==> config.mk <==
export PLATFORM = sky130hd
export DESIGN_NAME = mul_four_mc_flat
export DESIGN_NICKNAME = d
export VERILOG_FILES = /design/src/rtl/mul_four_mc_if.sv /design/src/rtl/mul_four_mc.sv /design/src/flat_wrapper.sv
export SDC_FILE = /design/constraint.sdc
export NUM_CORES = 1
export LEC_CHECK = 0
export CELL_PAD_IN_SITES_DETAIL_PLACEMENT = 1
export CELL_PAD_IN_SITES_GLOBAL_PLACEMENT = 1
export CORE_MARGIN = 2
export CORE_UTILIZATION = 42
export CTS_BUF_LIST = sky130_fd_sc_hd__clkbuf_4 sky130_fd_sc_hd__clkbuf_8
export DETAILED_ROUTE_END_ITERATION = 8
export PLACE_DENSITY = 0.93
export SLEW_MARGIN = 20
export SYNTH_ARGS = -nofsm -noshare
export SYNTH_HDL_FRONTEND = slang
export SYNTH_SLANG_ARGS = --single-unit
export TNS_END_PERCENT = 1
==> constraint.sdc <==
create_clock -name clk -period 3.7 [get_ports clk]
set_input_delay 0.555 -clock clk [delete_from_list [all_inputs] [get_ports clk]]
set_output_delay 0.555 -clock clk [all_outputs]
set_load 0.005 [all_outputs]
==> src/rtl/mul_four_mc_if.sv <==
// mul_four_mc_if: custom-instruction port bundle for mul_four_mc.
//   clk_en : clock qualifier; when low the block holds all state
//   start  : one-cycle request, taken only when the block is idle
//   dataa  : IEEE-754 single-precision operand
//   done   : one-cycle completion pulse; result valid in the same cycle
//   result : scaled IEEE-754 single; held until the next done
// master = processor side, slave = the instruction block.
interface mul_four_mc_if;
  logic        clk_en;
  logic        start;
  logic [31:0] dataa;
  logic        done;
  logic [31:0] result;

  modport master (output clk_en, start, dataa, input done, result);
  modport slave  (input clk_en, start, dataa, output done, result);
endinterface

==> src/rtl/mul_four_mc.sv <==
// mul_four_mc: multi-cycle custom instruction computing the exact
// IEEE-754 single-precision product dataa * 2^SHIFT.
// One doubling step is applied per enabled cycle. Subnormals are
// normalised one bit per step. Overflow saturates to signed infinity.
// Inf and NaN pass through unchanged.
//   clk   : system clock
//   reset : synchronous, active-high reset
//   bus   : mul_four_mc_if.slave (clk_en, start, dataa, done, result)
// Parameter SHIFT : log2 of the scale factor, legal range 1..8.
// Optional macro FTZ_EN : flush subnormal operands to signed zero at capture.
//
// state | meaning
// IDLE  | waiting for start
// SCALE | one doubling step per enabled edge, count steps remaining
// DONE  | done pulse, result valid
module mul_four_mc #(
  parameter int SHIFT = 2
) (
  input logic          clk,
  input logic          reset,
  mul_four_mc_if.slave bus
);

  typedef enum logic [1:0] {IDLE, SCALE, DONE} state_t;

  state_t      state, state_nxt;
  logic [3:0]  count;
  logic        s;
  logic [7:0]  e, e_nx;
  logic [22:0] m, m_nx;
  logic [31:0] result_q;
  logic [23:0] m_shl;

  // One doubling step applied to the working value {s, e, m}.
  always_comb begin
    e_nx  = e;
    m_nx  = m;
    m_shl = {m, 1'b0};
    if (e == 8'd255) begin
      e_nx = e;
      m_nx = m;
    end else if (e == 8'd0) begin
      // Zero stays zero. A subnormal shifts left; a carry into the
      // hidden-bit position turns it into the smallest normal exponent.
      m_nx = m_shl[22:0];
      if (m_shl[23]) e_nx = 8'd1;
    end else if (e <= 8'd253) begin
      e_nx = e + 8'd1;
    end else begin
      e_nx = 8'd255;
      m_nx = 23'd0;
    end
  end

  always_ff @(posedge clk) begin
    if (reset) begin
      state    <= IDLE;
      count    <= 4'd0;
      s        <= 1'b0;
      e        <= 8'd0;
      m        <= 23'd0;
      result_q <= 32'h0;
    end else if (bus.clk_en) begin
      state <= state_nxt;
      case (state)
        IDLE: begin
          if (bus.start) begin
            s     <= bus.dataa[31];
            e     <= bus.dataa[30:23];
            count <= 4'(SHIFT);
`ifdef FTZ_EN
            if (bus.dataa[30:23] == 8'd0) m <= 23'd0;
            else                          m <= bus.dataa[22:0];
`else
            m <= bus.dataa[22:0];
`endif
          end
        end
        SCALE: begin
          e     <= e_nx;
          m     <= m_nx;
          count <= count - 4'd1;
          // The last step lands directly in the result register.
          if (count == 4'd1) result_q <= {s, e_nx, m_nx};
        end
        default: ;
      endcase
    end
  end

  always_comb begin
    state_nxt = state;
    case (state)
      IDLE:    if (bus.start) state_nxt = SCALE;
      SCALE:   if (count == 4'd1) state_nxt = DONE;
      DONE:    state_nxt = IDLE;
      default: state_nxt = IDLE;
    endcase
  end

  always_comb begin
    bus.done   = (state == DONE);
    bus.result = result_q;
  end

endmodule

==> src/flat_wrapper.sv <==
// flat-port wrapper written by rule: the top's interface ports become plain ports
module mul_four_mc_flat 
#(
  parameter int SHIFT = 2
)
  (clk, reset, bus_clk_en, bus_start, bus_dataa, bus_done, bus_result);
  mul_four_mc_if bus_i ();
  input logic clk;
  input logic reset;
  input wire logic [$bits(bus_i.clk_en)-1:0] bus_clk_en;
  input wire logic [$bits(bus_i.start)-1:0] bus_start;
  input wire logic [$bits(bus_i.dataa)-1:0] bus_dataa;
  output wire logic [$bits(bus_i.done)-1:0] bus_done;
  output wire logic [$bits(bus_i.result)-1:0] bus_result;
  assign bus_i.clk_en = bus_clk_en;
  assign bus_i.start = bus_start;
  assign bus_i.dataa = bus_dataa;
  assign bus_done = bus_i.done;
  assign bus_result = bus_i.result;
  mul_four_mc #(.SHIFT(SHIFT)) u_core (.clk(clk), .reset(reset), .bus(bus_i));
endmodule
==> results.txt <==
The worst register-to-register path ends at u_core.m[22]$_SDFFE_PP0P_. Sorting the synthesized cells by area gives the leading types as sky130_fd_sc_hd__dfxtp_1 (40%), sky130_fd_sc_hd__nor2_1 (14%), sky130_fd_sc_hd__a221o_1 (6.3%), sky130_fd_sc_hd__a22o_1 (5.5%), sky130_fd_sc_hd__a21o_1 (4.7%). In this run switching power makes up 30.25% of total power. Summing the areas of all xor and xnor instances in the mapped netlist gives 0.7457% of the synthesized area. Synthesis inferred 70 register bits. The post-synthesis average cell area is 8.008 sq um. The remaining routing DRC violations is 0. Counting every instance in the synthesized netlist gives 440. Across the VDD grid, the largest voltage drop is 202.3 uV. The number of standard cells in the layout, taps in and fillers out came out at 604.

The number of search-and-repair iterations in the first detailed-routing pass came out at 4. Setup total negative slack on the finished layout was measured at 0 ns. The number of resized instances in the post-cts repair step is 0.

The worst slew slack as a fraction of its limit is 34.11%. Entering global routing, the biggest net connects 33 pins. The internal power came out at 1.290 mW. The number of buffer cells added on primary ports came out at 68. The cell count after placement came out at 588. The final-report max-slew violation count came out at 0.

The synthesis-to-layout area growth came out at 27.27%. The initial utilization of the core area, before any placement, comes to 43.10%. The compound-gate portion of the synthesized area came out at 29.65%.

The sequential area share after synthesis came out at 39.77%. Derived from the worst setup path, the maximum achievable clock frequency is 388.9 MHz. The tightest min-delay check is of the flop to flop type.

The remaining global-route overflow is 0. The clock tree from TritonCTS is built. The width of the die came out at 95.59 um. For the worst flop-to-flop path, the logic depth is 8. Clock-pin slew was measured on the worst setup and hold paths at 0.08 ns. In this run, synthesis inferred 0 flip-flops with an integrated enable. Across all hold checks on the routed design, the worst slack comes to 0.4636 ns. The worst setup slack for register-to-register paths is 1.13 ns.

The clock period minus final worst setup slack came out at 2.571 ns. The analysis attributes to cell leakage a power of 1.841 nW. The critical path capture point type is a flop. The area share of and/or/nand/nor cells after synthesis came out at 22.48%. The floorplan core area came out at 8175 sq um. The post-synthesis instance area came out at 3523 sq um. The multiplexer fraction of the synthesized cell area came out at 0.8878%.

The weighted congestion at the end of routability-driven global placement came out at 0.8636. The number of different library cells in the post-synthesis netlist came out at 47. The ratio of cells with drive above 1 in the final layout came out at 7.014%. Among all flip-flop cells after synthesis, the most frequent one is sky130_fd_sc_hd__dfxtp_1. The post-synthesis adder-cell area fraction came out at 1.776%. The area of the die is 9137 sq um. The quantity of hold-fixing buffers added after cts came out at 0. The number of nets in the final layout came out at 535. The main combinational cell family by area after synthesis is compound AO/OA/AOI/OAI gates. The sequential power share came out at 45.5%. The initial DRC count is 165.

The synthesized design spends more area on one cell type than any other, namely sky130_fd_sc_hd__dfxtp_1. Buffers added to address setup during post-CTS repair amount to 0. The top cell type's share of synthesized area is 39.77%.

The I/O pin count is 69. The period utilization came out at 69.50%. The worst hold path terminates at u_core.bus.result[31]$_SDFFE_PP0P_. In this run the critical register-to-register path is launched from u_core.e[0]$_SDFFE_PP0P_. The clock sink total is 70. The logic gate share of total power is 19.1%.

The number of H-tree levels is 3. Clock tree synthesis inserted a total of 9 buffers. The pin slew with the least headroom to its limit is 0.9883 ns. Summed over all nets, the half-perimeter wirelength after detailed placement is 7183 um.

In this run the most critical hold path is launched from u_core.s$_SDFFE_PP0P_. The share of flip-flops with an asynchronous set or reset after synthesis came out at 0%. At the worst endpoint, the arrival time is 2.82 ns. Row generation in the floorplan step produced 33 rows. The routed wire length came out at 10570 um.

The average wire length per cell after detail routing is 17.50 um. The final setup violation count came out at 0. The power per cell area is 412.4 nW/um^2. The count of yosys warnings during synthesis came out at 0. The final hold violation count came out at 0.

The power dissipated by switching net loads came out at 559.4 uW. The clock arrives with 0.01027 ns of skew. Fill cells in the final layout number 996. The die height is 95.59 um. Max-cap violations in this run came to 0. The first-pass GRT wire length is 17040 um.

The count of antenna-violating nets left after detailed routing is 0. The net count after synthesis is 481. The critical path launch point type is a flop. The via-per-instance ratio came out at 5.815.

The largest fanout of any net on the critical path is 25. The cell sitting at the root of the clock tree is a sky130_fd_sc_hd__clkbuf_8. In this run the deepest clock path goes through 2 buffers. At the worst endpoint, the required time is 3.94 ns. The worst setup path is of the flop to flop kind. The number of antenna violations at the first check in global routing came out at 0. The repair_antennas step left the layout with diodes totalling 0. The overall global routing resource usage came out at 24.16%.

The via count of the first global-routing pass came out at 3531. The power share of the clock group came out at 35.4%. Setup repair after global routing left no endpoint under its margin.

The total number of vias came out at 3512. The cell count of the worst hold path is 2. The run finished with clean final reports. The clock insertion delay at the later pin of the skew report came out at 0.35 ns.
==> cell type report <==
| cell class | instances | area [sq um] | area share [%] |
|---|---|---|---|
| clock buffers | 11 | 151.4 | 3.376 |
| clock inverters | 5 | 57.56 | 1.283 |
| inverters | 8 | 30.03 | 0.6696 |
| multi-input cells | 328 | 1969 | 43.92 |
| flip-flops and latches | 70 | 1401 | 31.25 |
| well taps | 105 | 131.4 | 2.930 |
| repair buffers | 77 | 743.2 | 16.57 |
==> worst max path at each step <==
stage                                  start  slack (ns)  depth (start not counted)                         to
finish              u_core.e[0]$_SDFFE_PP0P_        1.13                          8  u_core.m[22]$_SDFFE_PP0P_
global route        u_core.e[0]$_SDFFE_PP0P_        0.97                          8  u_core.m[17]$_SDFFE_PP0P_
CTS                 u_core.e[0]$_SDFFE_PP0P_        1.02                          8   u_core.m[0]$_SDFFE_PP0P_
detailed placement                bus_clk_en        0.86                          5   u_core.e[1]$_SDFFE_PP0P_
global placement                  bus_clk_en        1.04                          5   u_core.e[1]$_SDFFE_PP0P_
floorplan           u_core.e[0]$_SDFFE_PP0P_        1.49                          8  u_core.m[10]$_SDFFE_PP0P_
==> worst max-delay path, stage by stage (launching register included) <==
cell and delay, ns:
sky130_fd_sc_hd__dfxtp_1 0.39, sky130_fd_sc_hd__inv_1 0.11, sky130_fd_sc_hd__ha_1 0.19, sky130_fd_sc_hd__or4b_4 0.49, sky130_fd_sc_hd__nor4_4 0.15, sky130_fd_sc_hd__buf_4 0.34, sky130_fd_sc_hd__a21oi_4 0.19, sky130_fd_sc_hd__a21o_1 0.27
sky130_fd_sc_hd__a221o_1 0.32
==> flip-flops by register name, indices dropped and copies added, names as in the netlist <==
| signal | flops |
|---|---|
| u_core.bus.result | 32 |
| u_core.count | 4 |
| u_core.e | 8 |
| u_core.m | 23 |
| u_core.s | 1 |
| u_core.state | 2 |
==> synth_stat cells (all sizes together) (2+ instances only) <==
| master | count |
|---|---|
| o221ai | 3 |
| nor3 | 8 |
| inv | 8 |
| a21oi | 8 |
| and2 | 2 |
| o21ai | 11 |
| or3 | 2 |
| o31ai | 2 |
| nor4 | 2 |
| mux2i | 2 |
| o21a | 22 |
| a221o | 22 |
| a221oi | 6 |
| a211oi | 4 |
| nor2 | 130 |
| clkbuf | 27 |
| dfxtp | 70 |
| o21bai | 2 |
| nand2b | 2 |
| buf | 7 |
| or2 | 2 |
| nor2b | 3 |
| a21o | 22 |
| a22o | 22 |
| ha | 5 |
| nand2 | 21 |
| nand3 | 6 |
| xnor2 | 2 |
| a31oi | 2 |
==> per-layer routing <==
| metal | up-vias | global-route usage (%) | part of all wire (%) | wire (um) |
|---|---|---|---|---|
| met5 | - | 0 | 0 | 0 |
| met4 | 0 | 11.43 | 2.8 | 301 |
| met3 | 26 | 5.059 | 3.2 | 343 |
| met2 | 68 | 42.19 | 52 | 5450 |
| met1 | 1753 | 28.03 | 42 | 4477 |
| li1 | 1665 | - | - | - |
==> power by group through the flow <==
stage                     registers, mW  clock network, mW  logic (mW)
after floorplan                   0.839                  0       0.240
after CTS                         0.839              0.663       0.350
after global routing              0.847              0.697       0.387
final                             0.841              0.655       0.353
after detailed placement          0.856                  0       0.346
after global placement            0.852                  0       0.333
==> per-stage QoR <==
step	util (%)	area [sq um]	setup slack, ns	total power [mW]
after detailed placement	52.20	4268	0.8648	1.202
after global routing	54.85	4484	0.9698	1.930
after floorplan	-	3523	1.489	1.078
final	54.85	4484	1.129	1.849
after global placement	52.20	4268	1.038	1.185
after CTS	54.76	4477	1.023	1.852
==> cell families (layout without fill, tap and decap cells) <==
| kind of cell | after synthesis | after routing |
|---|---|---|
| adders and majority gates | 5 | 5 |
| muxes | 3 | 3 |
| xor gates and xnor gates | 3 | 3 |
| buffers and inverters | 42 | 101 |
| DFF | 70 | 70 |
| and+or+nand+nor | 185 | 185 |
| AOI/OAI and AO/OA | 132 | 132 |
==> cell usage in the layout (no fill, tap or decap), drive strengths merged, types with 2 or more instances in the layout <==
cell,n
clkinvlp,3
a31oi,2
clkdlybuf4s50,67
ha,5
a22o,22
o21bai,2
nor3,8
xnor2,2
or3,2
o31ai,2
dfxtp,70
o21ai,11
nand2b,2
nand3,6
a21o,22
nand2,21
a221o,22
and2,2
or2,2
nor2,130
o221ai,3
buf,10
a21oi,8
mux2i,2
o21a,22
clkbuf,11
nor2b,3
inv,8
a211oi,4
a221oi,6
nor4,2
Note: power is estimated with default switching activity, not from simulation.
==> edit: new RTL, same flow settings <==
Re-encode `state_t` (3 states) as one-hot, 3 bits wide.
--- a/src/rtl/mul_four_mc.sv
+++ b/src/rtl/mul_four_mc.sv
@@ -23,3 +23,3 @@
 
-  typedef enum logic [1:0] {IDLE, SCALE, DONE} state_t;
+  typedef enum logic [2:0] {IDLE = 3'b001, SCALE = 3'b010, DONE = 3'b100} state_t;
 
Function: same outputs for any inputs over 4 cycles, from zero or initial values and one cycle with reset high; so few cycles prove little.
==> edit against the original RTL <==
Clock skew decreased by 0.0015 ns; first-iteration DRC count increased by 45%; sequential power decreased by 1%; routed wire length decreased by 0.78%; largest cell class unchanged; design area decreased by 4.6%; sequential cell count increased by 1; synthesized area decreased by 5.8%; critical path depth decreased by 3; total power increased by 0.73%; worst setup slack got worse by 0.10 ns.
==> edit: results <==
INSERT INTO impl_metrics (metric_group, metric, value, unit) VALUES
('setup_path', 'critPathArrivalTime', '2.89', 'ns'),
('finish', 'final_nets', '475', ''),
('drt', 'dr_wl_met2', '5.295', 'mm'),
('timing', 'clock_skew', '0.008761', 'ns'),
('placement', 'dpl_worst_slack', '0.8306', 'ns'),
('run_status', 'outcome', 'finished, final reports clean', ''),
('setup_path', 'path_max_fanout', '24', ''),
('placement', 'detailed_place_hpwl', '6.494', 'mm'),
('global_routing', 'grt_pass1_wl', '16.40', 'mm'),
('setup_path', 'worst_path_max_delay_cell', 'sky130_fd_sc_hd__o22ai_4', ''),
('setup_path', 'reg2regPathDepth', '5', ''),
('synthesis', 'synth_top_cells_by_count', 'sky130_fd_sc_hd__nor2_1 (87), sky130_fd_sc_hd__dfxtp_1 (71), sky130_fd_sc_hd__a211oi_1 (27), sky130_fd_sc_hd__a22oi_1 (22), sky130_fd_sc_hd__clkbuf_1 (21)', ''),
('finish', 'drive_above_1_share', '11.16', '%'),
('placement', 'detailed_place.area', '0.004028', 'mm^2'),
('setup_path', 'cp-endpoint', 'u_core.m[18]', ''),
('global_routing', 'grt_max_degree', '40', ''),
('synthesis', 'synth_compound_area_share', '27.58', '%'),
('pwr', 'power.internal', '0.001346', 'W'),
('setup_path', 'max_stage_delay_on_crit_path', '0.69', 'ns'),
('synthesis', 'seq_area_frac_synth', '42.80', '%');
==> edit: worst min-delay path by stage <==
stage	startpoint	endpoint	depth (start not counted)
after floorplan	u_core.s	u_core.bus.result[31]	2
after global placement	u_core.s	u_core.bus.result[31]	2
after detailed placement	u_core.s	u_core.s	2
after CTS	u_core.s	u_core.s	2
after global routing	u_core.s	u_core.s	2
final	u_core.s	u_core.s	2
==> edit: area by class of cell <==
type | count | area share, %
clock inverters | 4 | 1.785
flip-flops and latches | 71 | 33.24
repair buffers | 74 | 16.85
inverters | 7 | 0.6144
clock buffers | 12 | 3.862
multi-input cells | 271 | 40.67
well taps | 102 | 2.984
==> edit: metal layers <==
| metal | global-route usage [%] | up-vias |
|---|---|---|
| li1 | - | 1507 |
| met1 | 31.05 | 1595 |
| met5 | 0 | - |
| met2 | 38.89 | 125 |
| met4 | 10.05 | 0 |
| met3 | 4.719 | 30 |
